### config.mk
export PLATFORM = sky130hd
export DESIGN_NAME = mcu_avalon_master
export DESIGN_NICKNAME = d
export VERILOG_FILES = /design/src/rtl/mcu_avalon_pkg.sv /design/src/rtl/av_timeout_counter.sv /design/src/rtl/mcu_avalon_master.sv
export SDC_FILE = /design/constraint.sdc
export NUM_CORES = 1
export LEC_CHECK = 0
export ABC_AREA = 1
export CORE_MARGIN = 2
export CORE_UTILIZATION = 45
export CTS_CLUSTER_DIAMETER = 60
export DETAILED_ROUTE_END_ITERATION = 12
export HOLD_SLACK_MARGIN = 0.1
export PLACE_DENSITY = 0.87
export SYNTH_ARGS = -nofsm -noshare
export SYNTH_HDL_FRONTEND = slang
export SYNTH_SLANG_ARGS = --single-unit
### constraint.sdc
create_clock -name sysclk -period 4.5 [get_ports sysclk]
set_clock_uncertainty 0.15 [all_clocks]
set_input_delay 0.9 -clock sysclk [delete_from_list [all_inputs] [get_ports sysclk]]
set_output_delay 0.9 -clock sysclk [all_outputs]
set_load 0.02 [all_outputs]
### src/rtl/mcu_avalon_pkg.sv
// Shared types and bit positions for the MCU Avalon-MM master.
// The FSM state encoding, status bit layout and control bit layout live here.
package mcu_avalon_pkg;

  typedef enum logic [1:0] {
    S_IDLE      = 2'd0,
    S_WRITE     = 2'd1,
    S_READ_CMD  = 2'd2,
    S_READ_WAIT = 2'd3
  } state_t;

  localparam int ST_BUSY     = 0;
  localparam int ST_TIMEOUT  = 1;
  localparam int ST_AUTO_INC = 2;
  localparam int ST_RD_VALID = 3;
  localparam int ST_OVERRUN  = 4;

  localparam int CTRL_RD   = 0;
  localparam int CTRL_AINC = 1;
  localparam int CTRL_CLR  = 2;

endpackage

### src/rtl/av_timeout_counter.sv
// Cycle counter that flags a stuck bus transaction.
// Ties expired low when TIMEOUT_CYCLES is 0.
module av_timeout_counter #(
  parameter int TIMEOUT_CYCLES = 1023
) (
  input  logic clk,
  input  logic rst_n,
  input  logic clear,
  input  logic enable,
  output logic expired
);

  if (TIMEOUT_CYCLES == 0) begin : g_off
    logic unused_in;
    assign unused_in = clk ^ rst_n ^ clear ^ enable;
    assign expired   = 1'b0;
  end else begin : g_on
    localparam int CW = $clog2(TIMEOUT_CYCLES + 1);
    logic [CW-1:0] cnt_q, cnt_d;

    assign expired = enable && (cnt_q == CW'(TIMEOUT_CYCLES));

    always_comb begin
      cnt_d = cnt_q;
      if (clear) begin
        cnt_d = '0;
      end else if (enable && !expired) begin
        cnt_d = cnt_q + CW'(1);
      end
    end

    always_ff @(posedge clk or negedge rst_n) begin
      if (!rst_n) begin
        cnt_q <= '0;
      end else begin
        cnt_q <= cnt_d;
      end
    end
  end

endmodule

### src/rtl/mcu_avalon_master.sv
// Avalon-MM master bridging the MCU register file to the fabric.
// Single reads/writes, optional post-increment, bus timeout, MCU stall.
module mcu_avalon_master
  import mcu_avalon_pkg::*;
#(
  parameter int ADDR_WIDTH        = 16,
  parameter int DATA_WIDTH        = 16,
  parameter int USE_READDATAVALID = 0,
  parameter int ADDR_STRIDE       = 2,
  parameter int TIMEOUT_CYCLES    = 1023
) (
  input  logic                  sysclk,
  input  logic                  sysreset_n,
  input  logic [DATA_WIDTH-1:0] r_load_data,
  input  logic                  load_address,
  input  logic                  load_writedata,
  input  logic                  load_ctrl,
  output logic [ADDR_WIDTH-1:0] r_address,
  output logic [DATA_WIDTH-1:0] r_writedata,
  output logic [DATA_WIDTH-1:0] r_readdata,
  output logic [DATA_WIDTH-1:0] r_status,
  output logic                  mcu_wait,
  output logic [ADDR_WIDTH-1:0] av_address,
  output logic                  av_write,
  output logic                  av_read,
  output logic [DATA_WIDTH-1:0] av_writedata,
  input  logic [DATA_WIDTH-1:0] av_readdata,
  input  logic                  av_waitrequest,
  input  logic                  av_readdatavalid
);

  state_t state_q, state_d;

  logic [ADDR_WIDTH-1:0] addr_q, addr_d;
  logic [DATA_WIDTH-1:0] wdata_q, wdata_d;
  logic [DATA_WIDTH-1:0] rdata_q, rdata_d;

  logic auto_inc_q, auto_inc_d;
  logic timeout_q, timeout_d;
  logic overrun_q, overrun_d;
  logic rd_valid_q, rd_valid_d;

  logic idle;
  logic complete;
  logic expired;
  logic any_load;
  logic rd_req;

  assign idle     = (state_q == S_IDLE);
  assign any_load = load_address | load_writedata | load_ctrl;
  assign rd_req   = load_ctrl & r_load_data[CTRL_RD];

  av_timeout_counter #(
    .TIMEOUT_CYCLES(TIMEOUT_CYCLES)
  ) u_tmo (
    .clk    (sysclk),
    .rst_n  (sysreset_n),
    .clear  (state_d != state_q),
    .enable (!idle),
    .expired(expired)
  );

  always_comb begin
    state_d    = state_q;
    addr_d     = addr_q;
    wdata_d    = wdata_q;
    rdata_d    = rdata_q;
    auto_inc_d = auto_inc_q;
    timeout_d  = timeout_q;
    overrun_d  = overrun_q;
    rd_valid_d = rd_valid_q;
    av_write   = 1'b0;
    av_read    = 1'b0;
    complete   = 1'b0;

    if (idle) begin
      if (load_address) begin
        addr_d = r_load_data[ADDR_WIDTH-1:0];
      end
      if (load_ctrl) begin
        auto_inc_d = r_load_data[CTRL_AINC];
        if (r_load_data[CTRL_CLR]) begin
          timeout_d = 1'b0;
          overrun_d = 1'b0;
        end
      end
      // A simultaneous read request loses to the write.
      if (load_writedata) begin
        wdata_d = r_load_data;
        state_d = S_WRITE;
        if (rd_req) begin
          overrun_d = 1'b1;
        end
      end else if (rd_req) begin
        state_d    = S_READ_CMD;
        rd_valid_d = 1'b0;
      end
    end else if (any_load) begin
      overrun_d = 1'b1;
    end

    unique case (state_q)
      S_IDLE: begin
      end
      S_WRITE: begin
        if (expired) begin
          state_d   = S_IDLE;
          timeout_d = 1'b1;
        end else begin
          av_write = 1'b1;
          if (!av_waitrequest) begin
            complete = 1'b1;
            state_d  = S_IDLE;
          end
        end
      end
      S_READ_CMD: begin
        if (expired) begin
          state_d   = S_IDLE;
          timeout_d = 1'b1;
          rdata_d   = '1;
        end else begin
          av_read = 1'b1;
          if (!av_waitrequest) begin
            if (USE_READDATAVALID != 0) begin
              state_d = S_READ_WAIT;
            end else begin
              complete   = 1'b1;
              state_d    = S_IDLE;
              rdata_d    = av_readdata;
              rd_valid_d = 1'b1;
            end
          end
        end
      end
      S_READ_WAIT: begin
        if (expired) begin
          state_d   = S_IDLE;
          timeout_d = 1'b1;
          rdata_d   = '1;
        end else if (av_readdatavalid) begin
          complete   = 1'b1;
          state_d    = S_IDLE;
          rdata_d    = av_readdata;
          rd_valid_d = 1'b1;
        end
      end
    endcase

    if (complete && auto_inc_q) begin
      addr_d = addr_q + ADDR_WIDTH'(ADDR_STRIDE);
    end
  end

  always_ff @(posedge sysclk or negedge sysreset_n) begin
    if (!sysreset_n) begin
      state_q    <= S_IDLE;
      addr_q     <= '0;
      wdata_q    <= '0;
      rdata_q    <= '0;
      auto_inc_q <= 1'b0;
      timeout_q  <= 1'b0;
      overrun_q  <= 1'b0;
      rd_valid_q <= 1'b0;
    end else begin
      state_q    <= state_d;
      addr_q     <= addr_d;
      wdata_q    <= wdata_d;
      rdata_q    <= rdata_d;
      auto_inc_q <= auto_inc_d;
      timeout_q  <= timeout_d;
      overrun_q  <= overrun_d;
      rd_valid_q <= rd_valid_d;
    end
  end

  assign mcu_wait     = !idle && !complete;
  assign r_address    = addr_q;
  assign av_address   = addr_q;
  assign r_writedata  = wdata_q;
  assign av_writedata = wdata_q;
  assign r_readdata   = rdata_q;

  always_comb begin
    r_status              = '0;
    r_status[ST_BUSY]     = !idle;
    r_status[ST_TIMEOUT]  = timeout_q;
    r_status[ST_AUTO_INC] = auto_inc_q;
    r_status[ST_RD_VALID] = rd_valid_q;
    r_status[ST_OVERRUN]  = overrun_q;
  end

endmodule

==> results of run 1 <==
==> through the flow <==
stage | worst slack [ps] | instance area, µm² | util | total power [mW]
global placement | 1030 | 4670 | 0.598 | 3.15
finish | 967 | 4860 | 0.622 | 3.69
CTS | 981 | 4860 | 0.622 | 3.70
global route | 851 | 4860 | 0.622 | 3.94
detailed placement | 985 | 4670 | 0.598 | 3.22
floorplan | 1980 | 3720 | - | 2.45
==> placed cells by master, fill, tap and decap left out, drive strengths merged, types with 4 or more instances in the layout <==
cell type	Yosys	routed
inv	60	60
clkbuf	6	13
ha	7	7
xor2	16	16
xnor2	4	4
nand2	97	97
nor2	25	25
nand3	16	16
conb	1	11
dfrtp	64	64
nand4	5	5
o21ai	83	83
clkdlybuf4s50	0	125
a21oi	6	6
==> report_power, final <==
part	internal, mW	switching (mW)	leakage (nW)
Combinational	0.933	1.21	1.38
Clock	0.256	0.217	0.0975
Sequential	0.822	0.249	0.803
Total	2.01	1.68	2.28
==> layout make-up <==
cell class	count	share of cell area
Sequential cell	64	0.330
Multi-Input combinational cell	278	0.298
Timing Repair Buffer	127	0.260
Inverter	60	0.0469
Clock buffer	13	0.0368
Tap cell	102	0.0263
Clock inverter	2	0.00258
==> kinds of logic after synthesis <==
family / synth area share
AOI/OAI and AO/OA: 0.130
DFF: 0.435
other: 0.00102
adders and majority gates: 0.0238
buffers and inverters: 0.182
xor gates and xnor gates: 0.0476
and+or+nand+nor: 0.180
==> cell usage after synthesis (all sizes together) <==
master | n | area share
a21oi | 6 | 0.011
clkbuf | 6 | 0.0061
nand3 | 16 | 0.031
ha | 7 | 0.024
and3 | 1 | 0.0017
inv | 60 | 0.062
o31ai | 1 | 0.0020
conb | 1 | 0.0010
xnor2 | 4 | 0.0095
nand4 | 5 | 0.0085
o211ai | 1 | 0.0020
o21ai | 83 | 0.11
nor2 | 25 | 0.028
o21a | 1 | 0.0020
nand3b | 1 | 0.0020
nor3 | 3 | 0.0041
nand2 | 97 | 0.11
dfrtp | 64 | 0.44
xor2 | 16 | 0.038
buf | 54 | 0.11
==> critical path: cells and delay by family <==
family / cells / cell delay [ps]
buffers and inverters: 3 / 1300
AO/OA/AOI/OAI: 1 / 140
AND/OR/NAND/NOR: 2 / 140
==> how the worst min path moves through the flow <==
stage,to,slack [ps],cells after the start
2_1_floorplan,overrun_q$_DFFE_PN0P_,320,2
3_3_place_gp,overrun_q$_DFFE_PN0P_,340,2
3_5_place_dp,overrun_q$_DFFE_PN0P_,340,2
4_1_cts,overrun_q$_DFFE_PN0P_,360,2
5_1_grt,overrun_q$_DFFE_PN0P_,390,2
6_report,overrun_q$_DFFE_PN0P_,350,2
==> flip-flops by register name, indices dropped and copies added, names as in the netlist <==
name and cells:
av_writedata 16, av_address 16, r_readdata 16, rd_valid_q 1, timeout_q 1, overrun_q 1
u_tmo.g_on.cnt_q 10, auto_inc_q 1, state_q 2
==> layer usage <==
metal,vias to the layer above,wire [µm],global-route usage
met5,-,0,0
met4,0,254,0.104
met3,21,481,0.0391
met2,105,4660,0.368
met1,1503,3830,0.270
li1,1541,-,-
==> results.txt, run 1 <==
The flow ran to the end, and the final reports show no timing, DRC or antenna violations. The count of synthesis-stage warnings from yosys came out at 0. Detailed placement finished with a half-perimeter wire length of 6880 µm. The latest clock arrival within the worst-skew pair came out at 350 ps. The number of optimization iterations in the first detailed-route pass is 4. The number of cell rows is 32. The net count of the finished layout is 586.

After layout, the minimum clock period comes to around 3500 ps. Traced cell by cell, the critical path runs through clkdlybuf4s50_1 -> inv_1 -> nand3_2 -> nand2_2 -> a21oi_1 -> clkdlybuf4s50_1. The number of library cell types mapped by synthesis is 33. Clock tree synthesis inserted a total of 9 buffers.

The post-CTS clock slew at the launch and capture registers of the worst setup and hold paths is 60 ps. The sort of element at the end of the critical path is an output pin. The first global-routing pass estimated 15000 µm of wire. TritonCTS built the clock tree. The number of global-route vias before repair came to about 3100.

The remaining global-route overflow is 0. The initial utilization of the core area, before any placement, comes to 0.471. The quantity of hold-fixing buffers added after cts is 0. The largest individual stage delay along the critical path comes from the cell sky130_fd_sc_hd__clkdlybuf4s50_1. The startpoint identified for the worst hold timing path is overrun_q$_DFFE_PN0P_. Counting along the longest clock path gives a buffer depth of 2.

Summed over all cells, the static leakage comes to 2.28 nW. The layout-stage area growth over the synthesis result came out at 32.1%. The number of inserted diodes is 0. In this run the worst setup path terminates at mcu_wait. For this run, the slowest stage of the critical path takes 620 ps. The number of clock sinks is 64. The fraction of the yosys area taken by sequential cells came out at 0.435.

In this run the standard cell core region covers 7810 µm². The area of the multi-input gates came out at between 1000 and 1500 µm². The maximum number of pins on one net before global-route repair came out at 49. At the worst endpoint, the arrival time is around 2500 ps. The maximum fanout along the worst path came out at 4. The startpoint identified for the worst register-to-register timing path is state_q[1]$_DFF_PN0_. The total of endpoints with negative setup slack in the final report came out at 0. The routed layout has between 3000 and 4000 vias.

Dividing the detail-routed via count by the number of cells gives just under 5. The worst vdd rail ir drop is 0.348 mV. Gates resized during post-CTS repair numbered 0. The clock tree root driver cell is sky130_fd_sc_hd__clkbuf_8. Measured along the y axis, the die boundary spans 94.4 µm. In this run, placement finished with an instance count of 631.

The transition time at the pin with the least slew margin came out at 1050 ps. The areal power density over the cells is 759 nW/µm². The synthesized design contains 64 register bits. The worst hold slack is 353 ps. The DRC violation count after routing is 0. The count of cells in the finished layout, fillers not included, comes to 646. Setup repair after global routing left no endpoint under its margin. The number of nets with antenna violations after detailed routing is 0. The die outline area is 8910 µm².

The worst setup path startpoint is av_waitrequest. The total number of H-tree levels came out at 3. The highest clock rate is between 200 and 300 MHz. Port buffering added 126 buffers. The count of max-cap constraint violations came out at 0.

After filler insertion, the fill cell instance count of the layout stands at 634. In the synthesized netlist, the number of instances is 452. The iteration-0 DRC count of the detailed router is 222. The congestion estimate from routability-driven global placement came to 0.851. The required arrival time at the worst endpoint came out at between 3000 and 4000 ps. The area of the mapped netlist is 3680 µm². The tightest min-delay check is of the register to register type. The final clock period utilization by the worst path is 0.785.

The detailed-route wire length came out at 9230 µm. The depth of the worst register-to-register path came out at 9. After clock tree synthesis, the setup repair step added 0 buffers.

The sum of negative setup slack came out at 0 ps. The routed length per placed instance came out at 14.3 µm. The worst setup path is launched from an input port. The library cell appearing most often on the critical path is sky130_fd_sc_hd__clkdlybuf4s50_1.

The overall track demand over capacity in global routing came out at 0.218. The end of the worst register-to-register path is u_tmo.g_on.cnt_q[2]$_DFFE_PN0P_. The final count of pins violating max slew is 0. The setup path with the least slack is of type input port to output pin.

The relative max-transition margin is 0.298. The share of layout cells above drive strength 1 is 0.0625. The die width is ~94 µm. The hold violation count in the final report came out at 0. The number of antenna violations at the first check in global routing is 0. In this run the count of I/O pins placed on the die edge is 138.

The average instance in the mapped netlist occupies 8.14 µm². The register area came out at 1600 µm². The worst setup slack for register-to-register paths is about 1800 ps.
(Power assumes the default switching activity.)
==> run 2, diff against run 1 <==
Clock period 4.5 ns to 3.3 ns, I/O delays scaled along.
==> run 2 against run 1 <==
Compared with the run above:
- via count is 0.63% lower
- power is 37% higher
- critical path depth is 1 higher
- final cell count is 0.46% higher
- first-iteration DRC count is 32% lower
- critical endpoint is now av_read
- sequential cell count stayed put
- sequential share of layout area is 0.16 points lower
- sequential power is 36% higher
- utilization is 0.30 points higher
- design area is 0.49% higher
==> results.txt, run 2 (synthesis gave the netlist of run 1 again) <==
The flow ran to the end, and the final reports show no timing, DRC or antenna violations. The final net count is 588. The final clock period utilization by the worst path came out at 0.941. The tree is rooted in a sky130_fd_sc_hd__clkbuf_8.

The static power due to leakage is 2.29 nW. Derived from the worst setup path, the maximum achievable clock frequency is roughly 320 MHz. The setup check on the worst reg-to-reg path leaves a slack of 770 ps. The global-route wire length before repair is 14600 µm. After the first detailed-routing iteration, the DRC count stood at 152.

The number of buffer and inverter instances along the worst setup path is 4. In this run the critical register-to-register path is launched from state_q[0]$_DFF_PN0_. The number of clock sinks came out at 64. The number of inserted diodes is 0. The category of the critical setup timing path is register to output pin.

The latest clock arrival within the worst-skew pair came out at 330 ps. The maximum fanout along the worst path came out at 6. The number of cell rows came out at 32. The die outline area came out at 8910 µm².

The total placed cells including tap cells is about 630. In this run, CTS created clock tree buffers numbering 9. The top cell types in the final layout, fill and taps aside, are sky130_fd_sc_hd__clkdlybuf4s50_1, sky130_fd_sc_hd__nand2_1, sky130_fd_sc_hd__o21ai_0. The number of global-route vias before repair came to 3048. The first TritonRoute pass finished after 5 iterations. In this run the standard cell core region covers 7810 µm².

The endpoint identified for the worst register-to-register timing path is r_readdata[1]$_DFFE_PN0P_. The startpoint type of the worst setup path is a register. Walking the worst path, the cells encountered are inv_1 -> ha_1 -> inv_1 -> nand3_4 -> nand2_1 -> inv_2 -> clkdlybuf4s50_1. Setup repair after global routing left no endpoint under its margin.

The count of max-cap constraint violations came out at 0. The detail route stage leaves a number of antenna-violating nets equal to 0. For this design, the slowest cell found on the critical path is sky130_fd_sc_hd__clkdlybuf4s50_1. The post-CTS clock slew at the launch and capture registers of the worst setup and hold paths is 80 ps. The per-cell via count in the routed design is 4.85. At the end of routability-driven placement, the weighted congestion stood at 0.881. The number of antenna violations at the first check in global routing came out at 0.

The count of port buffers added during placement came out at 126. The depth of the worst register-to-register path is 9. Across every metal layer, demand over resource in global routing totals 0.211.

For the pin with the worst max-slew slack, the measured transition is 748 ps. The effective utilization at floorplan is 0.471. The data arrival time of the worst path came out at about 2300 ps.

The total of endpoints with negative setup slack in the final report is 0. Setup total negative slack on the finished layout was measured at 0 ps. The library cell appearing most often on the critical path is sky130_fd_sc_hd__inv_1. The die extent in y is 94.4 µm. Entering global routing, the biggest net connects 34 pins. The hold violation count in the final report came out at 0. The path class of the tightest hold or removal check is input port to asynchronous set/reset pin. The final count of pins violating max slew is 0. The clock period minus final worst setup slack came out at 3100 ps. The worst vdd rail ir drop came out at 0.498 mV. For this run, the slowest stage of the critical path takes 610 ps. Measured against its own limit, the worst slew margin works out to 0.501. The HPWL after detailed placement is 6850 µm.

The kind of cell with the highest combined delay on the critical path is buffers and inverters. Summed over all layers, the global routing overflow is 0. The final standard cell count with taps included and fillers excluded is 649.

The detailed-route wire length came out at 9070 µm. The required arrival time at the worst endpoint came out at 2490 ps. TritonCTS built the clock tree. The number of primary I/O pins came out at 138. The layout-stage area growth over the synthesis result is 32.7%. The routed length per placed instance is 14.0 µm. The DRC violation count after routing came out at 0. The overall via count from detail_route is 3150. For this design the ratio of total power to cell area is ~1000 nW/µm². The share of layout cells above drive strength 1 is 0.0658.

The quantity of hold-fixing buffers added after cts is 0. The worst setup path is captured at an output pin. The leading cell type in the layout, fill and taps excluded is sky130_fd_sc_hd__clkdlybuf4s50_1. The maximum clock path buffer count came out at 2.

In this run the horizontal extent of the chip is 94.4 µm. The total number of H-tree levels came out at 3.
## run 2: area by class of cell
cell class | instances | area, µm²
well taps | 102 | 128
clock buffers | 10 | 128
clock inverters | 6 | 70.1
multi-input cells | 278 | 1450
repair buffers | 129 | 1280
fillers | 651 | 2930
inverters | 60 | 228
flip-flops and latches | 64 | 1600
## run 2: where the power goes
group	switching, mW	internal [mW]
clock	0.319	0.351
sequential	0.335	1.12
combinational	1.66	1.28
## run 2: stage by stage
step	hold WS [ps]	power [mW]	utilization	setup slack, ps	cell area, µm²
floorplan	214	3.35	-	1020	3720
global placement	343	4.29	0.600	306	4680
detailed placement	348	4.40	0.600	276	4680
CTS	243	5.09	0.625	98.8	4880
global route	290	5.40	0.625	14.7	4880
finish	225	5.06	0.625	196	4880
## run 2: worst register-to-register path, stage by stage (launching register included)
cell and delay (ps):
sky130_fd_sc_hd__dfrtp_1 400, sky130_fd_sc_hd__inv_1 120, sky130_fd_sc_hd__ha_1 290, sky130_fd_sc_hd__inv_1 190, sky130_fd_sc_hd__nand4_1 150, sky130_fd_sc_hd__nand2_1 100, sky130_fd_sc_hd__o21ai_1 100, sky130_fd_sc_hd__a21oi_4 520
sky130_fd_sc_hd__o21ai_0 270, sky130_fd_sc_hd__o21ai_0 150
## run 2: metal layers
layer	track usage	vias to the layer above	wire length [µm]
met1	0.283	1465	4030
met2	0.337	104	4340
met4	0.101	0	312
met5	0	-	0
li1	-	1555	-
met3	0.0303	26	387
## run 2: timing repair
action	CTS	global route
setup endpoints to repair	0	1
endpoints found under the hold margin	0	0
buffers inserted	0	0
resized for setup	0	1
## run 2: how the worst max path moves through the flow
stage / start / end / slack (ps) / depth (start not counted)
4_1_cts: state_q[0]$_DFF_PN0_ / mcu_wait / 100 / 8
5_1_grt: state_q[0]$_DFF_PN0_ / av_read / 10 / 7
3_5_place_dp: av_waitrequest / mcu_wait / 280 / 6
3_3_place_gp: av_waitrequest / mcu_wait / 310 / 6
6_report: state_q[0]$_DFF_PN0_ / av_read / 200 / 7
2_1_floorplan: state_q[0]$_DFF_PN0_ / mcu_wait / 1020 / 7
==> run 3, diff against run 2 <==
Clock period 3.3 ns to 3.9 ns, I/O delays scaled along.
==> run 3 against run 2 <==
Compared with the run above:
- sequential power down 16%
- largest cell class unchanged
- critical endpoint is now mcu_wait
- first-iteration DRC count up 16%
- final cell count down 0.15%
- sequential share of layout area up 0.14 points
- hold slack better by 130 ps
==> results.txt, run 3 (synthesis gave the netlist of run 1 again) <==
The run finished with clean final reports. The signal on the critical path passes through inv_1 -> ha_1 -> inv_1 -> nand3_4 -> nand3_2 -> nand2_2 -> a21oi_1 -> clkdlybuf4s50_1. With fillers left out, the area of the finished cells amounts to a little under 5000 µm². From synthesis to final layout, the design area changed by 32.2%.

The post-CTS setup buffer count is 0. The detailed-route wire length is 8990 µm. Counting every sink on the clock net gives 64. The total number of H-tree levels came out at 3. The minimum setup slack in the final design is 573 ps.

For this run, the total global-route usage over all layers was measured as 0.205. The number of antenna violations at the first check in global routing came out at 0. The number of global-route vias before repair came out at 2948. The top cell types in the final layout, fill and taps aside, are sky130_fd_sc_hd__clkdlybuf4s50_1, sky130_fd_sc_hd__nand2_1, sky130_fd_sc_hd__o21ai_0. The final core utilization is 0.623. The HPWL after detailed placement is 6670 µm. The required arrival time at the worst endpoint is 2970 ps.

The total of endpoints with negative setup slack in the final report came out at 0. The global-route wire length before repair is 14300 µm. The path class of the tightest hold or removal check is register to register.

In the final timing run, aggregate negative setup slack is 0 ps. The placeable core region is approximately 8000 µm². The routed length per placed instance is 13.9 µm.

At the worst endpoint, the arrival time is 2400 ps. Leaving out filler cells and counting taps, the final layout contains 648. The number of cell rows is 32. The die extent in y came out at 94.4 µm.

The effective utilization at floorplan came out at 0.471. The maximum clock path buffer count is 2. The leading cell type in the layout, fill and taps excluded is sky130_fd_sc_hd__clkdlybuf4s50_1. Measured against its own limit, the worst slew margin works out to 0.285. In the routed design, unresolved DRC markers number 0. The slowest stage of the critical path is the sky130_fd_sc_hd__clkdlybuf4s50_1 cell. The category of the critical setup timing path is register to output pin. The iteration-0 DRC count of the detailed router came out at 177. The overall via count from detail_route is between 3000 and 4000. The switching part of the total power came out at 0.454. The hold violation count in the final report is 0. The post-cts sizing count came out at 0. The share of total power in the clock network came out at 0.129.

The worst setup path is captured at an output pin. The final clock period utilization by the worst path came out at 0.853. The last weighted congestion value of the routability-driven placer is 0.873.

The share of total power dissipated in combinational logic is 0.582. The number of buffer and inverter instances along the worst setup path is 3. The number of antenna diodes in the final layout is 0. The TritonCTS buffer count is 9. The total power is 4.25 mW. The count of max-cap constraint violations is 0. The total placed cells including tap cells came out at ~630.

The die outline area came out at 8910 µm². After detailed routing, the number of vias per cell comes to 4.86. The share of layout cells above drive strength 1 is 0.0641.

At the later pin of the worst-skew pair, clock insertion delay measures 340 ps. The areal power density over the cells came out at about 870 nW/µm². The post-CTS clock slew at the launch and capture registers of the worst setup and hold paths came out at 70 ps. The design internal power came out at around 2.3 mW. STA classifies the critical path startpoint as a register. Setup repair after global routing left no endpoint under its margin.

The quantity of hold-fixing buffers added after cts came out at 0. The placed instances occupy a cell area of ~4700 µm². The final count of pins violating max slew came out at 0. The maximum fanout along the worst path is 6. The count of port buffers added during placement is 126.

The longest individual stage delay on the worst path came out at a little over 600 ps. The net switching component of the power is 1.93 mW. The clock tree root driver cell is sky130_fd_sc_hd__clkbuf_8. The clock period minus final worst setup slack is roughly 3300 ps. The highest clock rate came out at 301 MHz.

The worst vdd rail ir drop came out at ~0.45 mV. The final layout contains ~600 nets. TritonCTS built the clock tree. The number of nets with antenna violations after detailed routing is 0.

The worst slack at placement came out at 622 ps. The kind of cell with the highest combined delay on the critical path is buffers and inverters. Of the total power, registers draw 0.289. The transition time at the pin with the least slew margin is 1070 ps. The remaining global-route overflow is 0.

The die width is ~94 µm. Counting stages on the worst path, the most repeated cell is sky130_fd_sc_hd__inv_1. The static power due to leakage came out at approximately 2.3 nW.

The number of optimization iterations in the first detailed-route pass is 4. The maximum number of pins on one net before global-route repair came out at 51. The number of primary I/O pins is 138.

The worst hold slack is 358 ps.
[run 3: cell count changes in the layout (fill, tap and decap cells not counted), sizes merged]
cell,change
buf,-1
clkinvlp,-1
clkinv,+1
dlymetal6s2s,-1
clkdlybuf4s50,+1
[run 3: power by group through the flow]
stage	clock network, mW	logic (mW)	registers, mW
2_1_floorplan	0	1.35	1.48
3_3_place_gp	0	2.42	1.22
3_5_place_dp	0	2.47	1.23
4_1_cts	0.562	2.48	1.23
5_1_grt	0.588	2.67	1.27
6_report	0.548	2.47	1.23
[run 3: final timing paths]
path                                                   from                          end  slack [ps]  cells past startpoint
max in group asynchronous                        sysreset_n    av_address[1]$_DFFE_PN0P_        2290                      2
worst max register to register         state_q[1]$_DFF_PN0_    r_readdata[1]$_DFFE_PN0P_        1330                      9
min in group asynchronous                        sysreset_n    r_readdata[0]$_DFFE_PN0P_         480                      1
worst min-delay path            av_writedata[2]$_DFFE_PN0P_  av_writedata[2]$_DFFE_PN0P_         360                      2
worst min register to register  av_writedata[2]$_DFFE_PN0P_  av_writedata[2]$_DFFE_PN0P_         360                      2
worst max-delay path                   state_q[1]$_DFF_PN0_                     mcu_wait         570                      8
[run 3: final cells by class]
type | instances | area [µm²]
fill | 641 | 2950
sequential | 64 | 1600
inverter | 60 | 228
clock inverter | 6 | 60.1
timing repair buffer | 128 | 1270
multi-input combinational | 278 | 1450
clock buffer | 10 | 128
tap | 102 | 128
[run 3: routing by layer]
layer | track usage | routed length (µm) | up-vias
li1 | - | - | 1546
met1 | 0.270 | 3970 | 1507
met2 | 0.341 | 4490 | 86
met3 | 0.0455 | 407 | 8
met4 | 0.0592 | 115 | 0
met5 | 0 | 0 | -
[run 3: worst reg2reg max path, delay by kind of cell (launching register included)]
kind | cells | cell delay (ps)
simple gates | 2 | 290
fa+ha+maj | 1 | 280
buf+inv | 2 | 310
compound gates | 4 | 1030
flops | 1 | 420
